[config.mk]
export PLATFORM = sky130hd
export DESIGN_NAME = mips_multicycle_ctrl_flat
export DESIGN_NICKNAME = d
export VERILOG_FILES = /design/src/rtl/mips_multicycle_ctrl_if.sv /design/src/rtl/mips_multicycle_ctrl.sv /design/src/flat_wrapper.sv
export SDC_FILE = /design/constraint.sdc
export NUM_CORES = 1
export LEC_CHECK = 0
export CORE_AREA = 2 2 47 49
export DETAILED_ROUTE_END_ITERATION = 10
export DIE_AREA = 0 0 49 51
export GPL_ROUTABILITY_DRIVEN = 0
export PLACE_DENSITY = 0.8
export SLEW_MARGIN = 20
export SYNTH_ARGS = -nofsm -noshare
export SYNTH_HDL_FRONTEND = slang
export SYNTH_SLANG_ARGS = --single-unit
[constraint.sdc]
create_clock -name clk -period 4.3 [get_ports clk]
set_input_delay 1.29 -clock clk [delete_from_list [all_inputs] [get_ports clk]]
set_output_delay 1.29 -clock clk [all_outputs]
set_load 0.02 [all_outputs]
[src/rtl/mips_multicycle_ctrl_if.sv]
`default_nettype none
// ============================================================================
// Module   : mips_multicycle_ctrl_if
// Purpose  : Unified-memory port between the multi-cycle control FSM (master)
//            and the memory (slave): address select, strobes and ready.
// Revision : 1.0
// ============================================================================
interface mips_multicycle_ctrl_if;
    logic i_or_d;
    logic mem_read;
    logic mem_write;
    logic mem_byte;
    logic mem_ready;

    modport master (
        output i_or_d,
        output mem_read,
        output mem_write,
        output mem_byte,
        input  mem_ready
    );

    modport slave (
        input  i_or_d,
        input  mem_read,
        input  mem_write,
        input  mem_byte,
        output mem_ready
    );
endinterface
`default_nettype wire

[src/rtl/mips_multicycle_ctrl.sv]
`default_nettype none
// ============================================================================
// Module   : mips_multicycle_ctrl
// Purpose  : Main control FSM of the multi-cycle MIPS core. Define
//            MIPS_CTRL_JUMP_EN to decode j (000010) into the JUMP state.
// Revision : 1.0
// ============================================================================
module mips_multicycle_ctrl #(
    parameter logic [5:0] ADD_OP = 6'b001000,
    parameter logic [5:0] SUB_OP = 6'b000100
) (
    input  wire                    clk,
    input  wire                    rst,
    input  wire  [5:0]             opcode,
    input  wire                    zero,
    mips_multicycle_ctrl_if.master mem,
    output logic [5:0]             alu_op,
    output logic                   alu_src_a,
    output logic [1:0]             alu_src_b,
    output logic                   pc_en,
    output logic [1:0]             pc_source,
    output logic                   ir_write,
    output logic                   reg_write,
    output logic                   reg_dst,
    output logic                   mem_to_reg,
    output logic                   illegal_op,
    output logic [3:0]             state
);

    typedef enum logic [3:0] {
        FETCH     = 4'd0,
        DECODE    = 4'd1,
        MEM_ADDR  = 4'd2,
        MEM_READ  = 4'd3,
        MEM_WB    = 4'd4,
        MEM_WRITE = 4'd5,
        R_EXEC    = 4'd6,
        R_WB      = 4'd7,
        BRANCH    = 4'd8,
        I_EXEC    = 4'd9,
        I_WB      = 4'd10,
        JUMP      = 4'd11
    } state_e;

    localparam logic [5:0] c_OP_RTYPE = 6'b000000;
    localparam logic [5:0] c_OP_LW    = 6'b100011;
    localparam logic [5:0] c_OP_SW    = 6'b101011;
    localparam logic [5:0] c_OP_LB    = 6'b100000;
    localparam logic [5:0] c_OP_SB    = 6'b101000;
    localparam logic [5:0] c_OP_ADDI  = 6'b001000;
    localparam logic [5:0] c_OP_ANDI  = 6'b001100;
    localparam logic [5:0] c_OP_ORI   = 6'b001101;
    localparam logic [5:0] c_OP_SLTI  = 6'b001010;
    localparam logic [5:0] c_OP_BEQ   = 6'b000100;
    localparam logic [5:0] c_OP_BNE   = 6'b000101;
`ifdef MIPS_CTRL_JUMP_EN
    localparam logic [5:0] c_OP_J     = 6'b000010;
`endif

    state_e     r_state;
    state_e     w_next_state;
    logic [5:0] r_opcode;
    logic       w_is_beq;
    logic       w_is_bne;
    logic       w_is_store;

    // The IR may change after DECODE; every later state works from this copy.
    always_ff @(posedge clk or posedge rst) begin
        if (rst) begin
            r_state  <= FETCH;
            r_opcode <= '0;
        end else begin
            r_state <= w_next_state;
            if (r_state == DECODE) begin
                r_opcode <= opcode;
            end
        end
    end

    assign w_is_beq   = (r_opcode == c_OP_BEQ);
    assign w_is_bne   = (r_opcode == c_OP_BNE);
    assign w_is_store = (r_opcode == c_OP_SW) || (r_opcode == c_OP_SB);
    assign state      = r_state;

    always_comb begin
        w_next_state  = FETCH;
        alu_op        = ADD_OP;
        alu_src_a     = 1'b0;
        alu_src_b     = 2'b00;
        pc_en         = 1'b0;
        pc_source     = 2'b00;
        ir_write      = 1'b0;
        reg_write     = 1'b0;
        reg_dst       = 1'b0;
        mem_to_reg    = 1'b0;
        illegal_op    = 1'b0;
        mem.i_or_d    = 1'b0;
        mem.mem_read  = 1'b0;
        mem.mem_write = 1'b0;
        mem.mem_byte  = 1'b0;

        case (r_state)
            FETCH: begin
                mem.mem_read = 1'b1;
                alu_src_b    = 2'b01;
                if (mem.mem_ready) begin
                    ir_write     = 1'b1;
                    pc_en        = 1'b1;
                    w_next_state = DECODE;
                end
            end
            DECODE: begin
                alu_src_b = 2'b11;
                case (opcode)
                    c_OP_RTYPE:                         w_next_state = R_EXEC;
                    c_OP_LW, c_OP_SW, c_OP_LB, c_OP_SB: w_next_state = MEM_ADDR;
                    c_OP_ADDI, c_OP_ANDI, c_OP_ORI, c_OP_SLTI:
                                                        w_next_state = I_EXEC;
                    c_OP_BEQ, c_OP_BNE:                 w_next_state = BRANCH;
`ifdef MIPS_CTRL_JUMP_EN
                    c_OP_J:                             w_next_state = JUMP;
`endif
                    default:                            illegal_op   = 1'b1;
                endcase
            end
            MEM_ADDR: begin
                alu_src_a    = 1'b1;
                alu_src_b    = 2'b10;
                alu_op       = r_opcode;
                w_next_state = w_is_store ? MEM_WRITE : MEM_READ;
            end
            MEM_READ: begin
                mem.mem_read = 1'b1;
                mem.i_or_d   = 1'b1;
                mem.mem_byte = (r_opcode == c_OP_LB);
                w_next_state = mem.mem_ready ? MEM_WB : MEM_READ;
            end
            MEM_WB: begin
                reg_write  = 1'b1;
                mem_to_reg = 1'b1;
            end
            MEM_WRITE: begin
                mem.mem_write = 1'b1;
                mem.i_or_d    = 1'b1;
                mem.mem_byte  = (r_opcode == c_OP_SB);
                w_next_state  = mem.mem_ready ? FETCH : MEM_WRITE;
            end
            R_EXEC: begin
                alu_src_a    = 1'b1;
                alu_op       = 6'b000000;
                w_next_state = R_WB;
            end
            R_WB: begin
                reg_write = 1'b1;
                reg_dst   = 1'b1;
            end
            BRANCH: begin
                // beq maps onto the SUB code; bne passes its own opcode through.
                alu_src_a = 1'b1;
                alu_op    = w_is_beq ? SUB_OP : r_opcode;
                pc_source = 2'b01;
                pc_en     = (zero & w_is_beq) | (~zero & w_is_bne);
            end
            I_EXEC: begin
                alu_src_a    = 1'b1;
                alu_src_b    = 2'b10;
                alu_op       = r_opcode;
                w_next_state = I_WB;
            end
            I_WB: begin
                reg_write = 1'b1;
            end
`ifdef MIPS_CTRL_JUMP_EN
            JUMP: begin
                pc_en     = 1'b1;
                pc_source = 2'b10;
            end
`endif
            default: begin
                w_next_state = FETCH;
            end
        endcase
    end

endmodule
`default_nettype wire

[src/flat_wrapper.sv]
// flat-port wrapper written by rule: the top's interface ports become plain ports
module mips_multicycle_ctrl_flat 
#(
    parameter logic [5:0] ADD_OP = 6'b001000,
    parameter logic [5:0] SUB_OP = 6'b000100
)
  (clk, rst, opcode, zero, alu_op, alu_src_a, alu_src_b, pc_en, pc_source, ir_write, reg_write, reg_dst, mem_to_reg, illegal_op, state, mem_i_or_d, mem_mem_read, mem_mem_write, mem_mem_byte, mem_mem_ready);
  mips_multicycle_ctrl_if mem_i ();
  input  wire clk;
  input  wire rst;
  input  wire  [5:0] opcode;
  input  wire zero;
  output logic [5:0] alu_op;
  output logic alu_src_a;
  output logic [1:0] alu_src_b;
  output logic pc_en;
  output logic [1:0] pc_source;
  output logic ir_write;
  output logic reg_write;
  output logic reg_dst;
  output logic mem_to_reg;
  output logic illegal_op;
  output logic [3:0] state;
  output wire logic [$bits(mem_i.i_or_d)-1:0] mem_i_or_d;
  output wire logic [$bits(mem_i.mem_read)-1:0] mem_mem_read;
  output wire logic [$bits(mem_i.mem_write)-1:0] mem_mem_write;
  output wire logic [$bits(mem_i.mem_byte)-1:0] mem_mem_byte;
  input wire logic [$bits(mem_i.mem_ready)-1:0] mem_mem_ready;
  assign mem_i_or_d = mem_i.i_or_d;
  assign mem_mem_read = mem_i.mem_read;
  assign mem_mem_write = mem_i.mem_write;
  assign mem_mem_byte = mem_i.mem_byte;
  assign mem_i.mem_ready = mem_mem_ready;
  mips_multicycle_ctrl #(.ADD_OP(ADD_OP), .SUB_OP(SUB_OP)) u_core (.clk(clk), .rst(rst), .opcode(opcode), .zero(zero), .mem(mem_i), .alu_op(alu_op), .alu_src_a(alu_src_a), .alu_src_b(alu_src_b), .pc_en(pc_en), .pc_source(pc_source), .ir_write(ir_write), .reg_write(reg_write), .reg_dst(reg_dst), .mem_to_reg(mem_to_reg), .illegal_op(illegal_op), .state(state));
endmodule
After elaboration in Yosys (flattened, before gate mapping):

Cells that the tools add are included.

* eq/ne operators: 25
* mux-type cells: 23
* bitwise logic cells: 4
* reductions and logical operators: 12

Operators by type and width (count)
* == test 6 bit, second input constant: 7
* case mux 4 bit (7 select lines): 1
* == test 6 x 3 -> 1 bit, second input constant: 4
* == test 6 x 4 -> 1 bit, second input constant: 4
* case mux 6 bit (3 select lines): 1
* == test 4 x 3 -> 1 bit, second input constant: 4
* case mux 4 bit (4 select lines): 1
* two-way mux 1 bit: 13
* == test 4 bit, second input constant: 3
* OR reduction 4 bit: 3
* OR reduction 11 bit: 1
* two-way mux 3 bit: 3
* == test 4 x 2 -> 1 bit, second input constant: 2
* OR reduction 2 bit: 4
* zero test 6 bit: 1
* two-way mux 6 bit: 1
* case mux 2 bit (3 select lines): 1
* == test 4 x 1 -> 1 bit, second input constant: 1
* zero test 4 bit: 1
* case mux 1 bit (2 select lines): 2
* OR reduction 3 bit: 1
* bitwise AND 1 bit: 2
* logical OR 1 bit: 1
* NOT 1 bit: 1
* OR 1 bit: 1

* bits in registers: 10
* output and inout bits: 25
* word-level logic and storage cells: 66

Depth between registers and ports, before layout:

Gate-level depths: netlist (run 1).

* depth after elaboration: 4
* gate-level depth with buffers: 5
* gate-level depth less buffers: 4

Worst setup path before layout (run 1):

Ideal clock, no wire load.

* path kind: input to output
* from: in mem_mem_ready
* to: out pc_en
* arrival time: 2.413 ns
* slack: 0.597 ns
* stages on the path: 3
* cells stage by stage: inv_1 > nor4b_1 > nand2b_1

* cells in the longest elaborated chain, start to end: 2

RTL lines
* from (decl): RTL line flat_wrapper.sv:28 `input wire logic [$bits(mem_i.mem_ready)-1:0] mem_mem_ready;`
* two-way mux 1 bit: RTL line mips_multicycle_ctrl.sv:106 `if (mem.mem_ready) begin`
* case mux 1 bit (2 select lines): RTL line mips_multicycle_ctrl.sv:102 `case (r_state)`
* to (decl): RTL line flat_wrapper.sv:16 `output logic pc_en;`

Every way passes these cells.

Worst setup path after layout (run 1):

* from: in opcode[2]
* to: out illegal_op

* cells in the longest elaborated chain, start to end: 4
* elaborated cells between the ends (all ways): 14
* those cells by class: 10 x eq/ne; 2 x mux; 2 x reduce/logical

RTL lines
* from (decl): RTL line flat_wrapper.sv:11 `input wire [5:0] opcode;`
* == test 6 bit (tied with other cells): RTL line mips_multicycle_ctrl.sv:114 `case (opcode)`
* OR reduction 11 bit (no source line) *
* two-way mux 1 bit *: RTL line mips_multicycle_ctrl.sv:114
* two-way mux 1 bit *: RTL line mips_multicycle_ctrl.sv:102
* to (decl): RTL line flat_wrapper.sv:22 `output logic illegal_op;`

Mark *: on every way between the ends. The rest lies on a longest branch, timed or not.

==> results of run 1 <==
-- logic make-up (layout without fill, tap and decap cells) --
family	count (synthesis)	count (layout)	share of synthesized area, %
XOR/XNOR	3	3	3.12
multiplexers	5	5	6.68
other	1	1	0.445
AO/OA/AOI/OAI	24	24	17.2
flip-flops	10	10	29.7
buffers and inverters	13	48	7.86
AND/OR/NAND/NOR	49	49	35.0
-- placed cells by master, fill, tap and decap left out, types with 5 or more instances in the layout --
cell type / synthesis / layout
buf_4: 1 / 5
inv_1: 6 / 6
o21ai_0: 8 / 8
nand2b_1: 8 / 8
nor2_1: 7 / 7
a21oi_1: 7 / 7
clkdlybuf4s50_1: 0 / 31
dfrtp_1: 10 / 10
mux2_2: 5 / 5
nor2b_1: 5 / 5
nand2_1: 6 / 6
and2_1: 5 / 5
-- power groups by stage --
stage	registers [mW]	clock network, mW	logic [mW]
floorplan	0.185	0	0.317
global placement	0.215	0	0.460
detailed placement	0.217	0	0.471
CTS	0.216	0.0897	0.470
global route	0.229	0.0942	0.506
finish	0.217	0.0869	0.465
-- sequential cells by signal (all words and copies together), names as in the netlist --
register,cells
u_core.r_opcode,6
u_core.state,4
-- per-stage QoR --
step | instance area (sq um) | std cells | setup WS, ps
after global placement | 1200 | 164 | -22.2
after global routing | 1250 | 168 | 63.2
after floorplan | 843 | 105 | 597
final | 1250 | 168 | 141
after detailed placement | 1200 | 164 | -81.1
after CTS | 1240 | 168 | 72.2
-- timing repair --
action	CTS	global route
gates cloned	0	0
setup endpoints to repair	2	1
gates resized for setup	2	1
buffers inserted	0	0
-- worst min-delay path by stage --
stage                                   from            endpoint  slack [ps]
final                     u_core.r_opcode[5]  u_core.r_opcode[5]         580
after global routing      u_core.r_opcode[5]  u_core.r_opcode[5]         620
after CTS                 u_core.r_opcode[5]  u_core.r_opcode[5]         580
after detailed placement  u_core.r_opcode[5]  u_core.r_opcode[5]         570
after global placement    u_core.r_opcode[5]  u_core.r_opcode[5]         540
after floorplan           u_core.r_opcode[5]  u_core.r_opcode[5]         510
-- worst register-to-register path: cells and delay by family, from the launching register on --
family / cells / cell delay, ps
simple gates: 1 / 630
flops: 1 / 580
mux: 1 / 400
-- metal layers --
| layer | vias to the layer above | GRT usage, % |
|---|---|---|
| li1 | 439 | - |
| met1 | 416 | 21.2 |
| met2 | 25 | 32.2 |
| met3 | 3 | 1.75 |
| met4 | 0 | 7.14 |
| met5 | - | 0 |
-- area by class of cell --
cell class                 instances  area (sq um)
timing repair buffer              38           369
tap                               28          35.0
clock buffer                       4          36.3
inverter                           6          22.5
multi-input combinational         82           533
sequential                        10           250
fill                             197           817
==> flow_metrics.env, run 1 <==
export IMPL_status="finished clean"
export IMPL_pwr_share_seq_pct=28.3
export IMPL_slowest_delay_ps=450
export IMPL_whs_path_depth=1
export IMPL_r2r_end="u_core.r_opcode[2]"
export IMPL_worstPathMaxFanout=4
export IMPL_crit_slowest_cell="clkdlybuf4s50_1"
export IMPL_core_area_sq_um=2060
export IMPL_m1WireLength_um=906
export IMPL_die_w_um=49
export IMPL_max_freq_mhz=240
export IMPL_wl_met3_um=76
export IMPL_grt_pass1_wl_mm=3.52
export IMPL_yosys_area_top_type="dfrtp_1"
export IMPL_worstMarginPinSlew_ps=564
export IMPL_antenna_found_initial=0
export IMPL_path_depth=6
export IMPL_cts_root_buf="clkbuf_4"
export IMPL_synth_distinct_cells=34
export IMPL_htree_num_levels=1
export IMPL_num_rows=17
export IMPL_crit_chain="clkdlybuf4s50_1 > or3b_1 > a21oi_1 > a21oi_1 > o21a_1 > dlygate4sd2_1"
export IMPL_r2r_start="u_core.state[1]"
export IMPL_fin_crit_sh_pct=96.7
export IMPL_p_sw_mw=0.341
export IMPL_crit_top_cell="a21oi_1"
export IMPL_drtIter0Drc=7
export IMPL_cts_hold_fix_buffers=0
export IMPL_ys_async_sr_fraction_pct=100
export IMPL_highest_layer="met4"
export IMPL_crit_type="in2out"
export IMPL_rsz0062_at_grt="no"
export IMPL_clk_pin_slew_ps=70
export IMPL_start_kind="input port"
export IMPL_grt_max_degree=20
export IMPL_yosys_top_cells_count="dfrtp_1, nand2b_1, o21ai_0"
export IMPL_hold_slack_ps=577
export IMPL_synth_area_leaders="dfrtp_1, mux2_2, nand2b_1, o21ai_0, a21oi_1"
export IMPL_required_ps=3010
export IMPL_cp_endpoint="illegal_op"
export IMPL_synth_yosys_seq_area_share_pct=29.7
export IMPL_skew_ps=3.46
export IMPL_die_h_um=51
export IMPL_wl_per_cell_um=12.0
export IMPL_track_usage_pct=17.6
export IMPL_die_area_sq_um=2500
export IMPL_cts_max_path_buffers=2
export IMPL_layout_drive_gt1_share_pct=11.4
export IMPL_num_nets_final=151
export IMPL_grt_pass1_vias=789
export IMPL_p_total_mw=0.769
export IMPL_critPathArrivalTime_ps=2870
export IMPL_finalSetupTns_ps=0
export IMPL_synth_top_area_share_pct=29.7
export IMPL_cts_sinks=10
export IMPL_cp_top_family="buffers and inverters"
export IMPL_ant_nets=0
export IMPL_synthCells=105
export IMPL_ff2ff_path_depth=2
export IMPL_pin_count=35
export IMPL_syn_to_final_growth_pct=47.8
export IMPL_firstDrtPassIters=4
export IMPL_p_leak_nw=0.523
export IMPL_synth_ff_latch_count=10
export IMPL_cts_buffers_inserted=3
export IMPL_swShare_pct=44.3
export IMPL_synth_most_common_cell="dfrtp_1"
export IMPL_synth_ff_type="dfrtp_1"
export IMPL_utilization_pct=60.4
export IMPL_finalSetupViolCount=0
export IMPL_synth_edff_count=0
export IMPL_ir_drop_v=0.000284
export IMPL_routed_via_count=883
export IMPL_dpl_hpwl_mm=1.61
export IMPL_final_hold_viol_count=0
export IMPL_slew_limit_headroom_pct=62.4
export IMPL_start_util_pct=40.9
export IMPL_syn_num_nets=115
export IMPL_startpoint="opcode[2]"
export IMPL_post_route_min_period_ps=4160
export IMPL_min_path_type="reg2reg"
export IMPL_crit_path_end_kind="output port"
export IMPL_reg2reg_slack_ps=2570
export IMPL_yosysWarnings=0
export IMPL_drv_slew=0
export IMPL_port_buffers=33
export IMPL_diodes=0
export IMPL_cap_violations=0
export IMPL_grt_overflow_total=0
export IMPL_clk_latency_ps=270
export IMPL_power_density_nw_per_um2=617
export IMPL_p_comb_share_pct=60.5
export IMPL_cts_tree="yes"
export IMPL_finalWirelength_mm=2.02
export IMPL_p_clk_share_pct=11.3
export IMPL_wl_met2_mm=1.00
export IMPL_synth_avg_cell_area_sq_um=8.03
export IMPL_p_int_mw=0.428
export IMPL_vias_per_cell=5.26
export IMPL_syn_area_sq_um=843
export IMPL_drc=0
export IMPL_path_buf_inv=2
(Power assumes the default switching activity.)
==> run 2: changes to the inputs <==
Settings changed: GPL_TIMING_DRIVEN set to 1.
==> results of run 2 <==
Same layout as run 1: the final DEF is identical, and so are final timing and power.
==> run 3: changes to the inputs <==
Settings changed: RECOVER_POWER set to 50.
==> flow_metrics.env, run 3 (synthesis results as in run 1) <==
export IMPL_critPathArrivalTime_ps=2900
export IMPL_regMostFlops="u_core.r_opcode"
export IMPL_drc=0
export IMPL_ant_nets=0
export IMPL_max_freq_mhz=239
export IMPL_grt_max_degree=20
export IMPL_multiInputGateArea_sq_um=533
export IMPL_cts_max_path_buffers=2
export IMPL_rsz0062_at_grt="no"
export IMPL_slowest_delay_ps=530
export IMPL_met3_usage_pct=1.75
export IMPL_die_w_um=49
export IMPL_core_area_sq_um=2060
export IMPL_power_density_nw_per_um2=618
export IMPL_largest_reg_flops=6
export IMPL_finalSetupTns_ps=0
export IMPL_num_rows=17
export IMPL_cap_violations=0
export IMPL_ir_drop_v=0.000283
export IMPL_routed_via_count=885
export IMPL_port_buffers=33
export IMPL_cts_buffers_inserted=3
export IMPL_worstPathMaxFanout=2
export IMPL_final_hold_viol_count=0
export IMPL_final_cell_mix="clkdlybuf4s50_1, dfrtp_1, o21ai_0, nand2b_1"
export IMPL_grt_use_met2_pct=32.2
export IMPL_clk_latency_ps=270
export IMPL_cts_root_buf="clkbuf_4"
export IMPL_grt_pass1_vias=789
export IMPL_p_leak_nw=0.521
export IMPL_crit_path_end_kind="output port"
export IMPL_crit_type="in2out"
export IMPL_finalSetupViolCount=0
export IMPL_vias_per_cell=5.27
export IMPL_dpl_hpwl_mm=1.61
export IMPL_wl_per_cell_um=12.0
export IMPL_p_total_mw=0.765
export IMPL_required_ps=3010
export IMPL_syn_to_final_growth_pct=46.9
export IMPL_track_usage_pct=17.6
export IMPL_slew_limit_headroom_pct=62.4
export IMPL_status="finished clean"
export IMPL_antenna_found_initial=0
export IMPL_num_nets_final=151
export IMPL_drtIter0Drc=7
export IMPL_start_util_pct=40.9
export IMPL_firstDrtPassIters=4
export IMPL_die_h_um=51
export IMPL_start_kind="input port"
export IMPL_cts_sinks=10
export IMPL_min_path_type="reg2reg"
export IMPL_worstMarginPinSlew_ps=565
export IMPL_die_area_sq_um=2500
export IMPL_cts_tree="yes"
export IMPL_htree_num_levels=1
export IMPL_finalNonFillerCells=168
export IMPL_regArea_sq_um=250
export IMPL_clk_pin_slew_ps=70
export IMPL_busiest_layer="met2"
export IMPL_diodes=0
export IMPL_finalWirelength_mm=2.02
export IMPL_layout_drive_gt1_share_pct=10.0
export IMPL_grt_pass1_wl_mm=3.52
export IMPL_skew_ps=3.46
export IMPL_crit_chain="dlygate4sd3_1 > or3b_1 > a21oi_1 > a21oi_1 > o21a_1 > dlygate4sd2_1"
export IMPL_pin_count=35
export IMPL_numPlacedInstances=164
export IMPL_grtUsageMet1_pct=21.2
export IMPL_crit_slowest_cell="dlygate4sd3_1"
export IMPL_hold_slack_ps=577
export IMPL_drv_slew=0
export IMPL_crit_top_cell="a21oi_1"
export IMPL_fillers=199
export IMPL_fin_crit_sh_pct=97.5
export IMPL_post_route_min_period_ps=4190
export IMPL_grt_overflow_total=0
export IMPL_final_common_cell="clkdlybuf4s50_1"
-- run 3: cell types whose count changed in the layout (fill, tap and decap cells not counted), sizes merged --
cell and change:
buf -3, clkbuf +3, clkdlybuf4s50 -7, dlygate4sd3 +7
-- run 3: critical path: cells and delay by family --
family / cells / cell delay (ps)
buffers and inverters: 2 / 840
and+or+nand+nor: 1 / 340
AOI/OAI and AO/OA: 3 / 430
-- run 3: stage by stage --
stage,worst slack (ps),utilization (%),cell area [sq um]
2_1_floorplan,597,-,843
5_1_grt,46.3,60.0,1240
3_5_place_dp,-81.1,58.3,1200
6_report,108,60.0,1240
3_3_place_gp,-22.2,58.3,1200
4_1_cts,72.2,60.3,1240
-- run 3: layer usage --
layer	part of all wire, %	vias to the layer above	wire, um
met3	3.8	3	76
met5	0	-	0
met2	50	25	1000
li1	-	440	-
met1	45	417	908
met4	1.4	0	28
-- run 3: where the power goes --
group          internal, mW  total (mW)  switching [mW]
combinational         0.239       0.461           0.222
sequential            0.134       0.217          0.0831
clock                0.0515      0.0869          0.0353
total                 0.425       0.765           0.340
-- run 3: worst paths after layout --
check	from	end	slack, ps	depth (start not counted)
worst max register to register	u_core.state[1]	u_core.r_opcode[2]	2570	2
min in group asynchronous	rst	u_core.state[2]	1420	2
worst min-delay path	u_core.r_opcode[5]	u_core.r_opcode[5]	580	1
max in group asynchronous	rst	u_core.r_opcode[0]	2600	2
worst min register to register	u_core.r_opcode[5]	u_core.r_opcode[5]	580	1
worst max-delay path	opcode[3]	illegal_op	110	6
-- run 3: area by class of cell --
cell class / count / share of cell area (%)
sequential: 10 / 20.2
inverter: 6 / 1.82
timing repair buffer: 38 / 29.2
tap: 28 / 2.83
clock buffer: 4 / 2.93
multi-input combinational: 82 / 43.0
-- run 3: repair_timing --
| action | in CTS | in global routing |
|---|---|---|
| endpoints found under the setup margin | 2 | 1 |
| gates cloned | 0 | 0 |
| setup buffers | 0 | 0 |
| hold buffers | 0 | 0 |
| gates resized for setup | 2 | 1 |
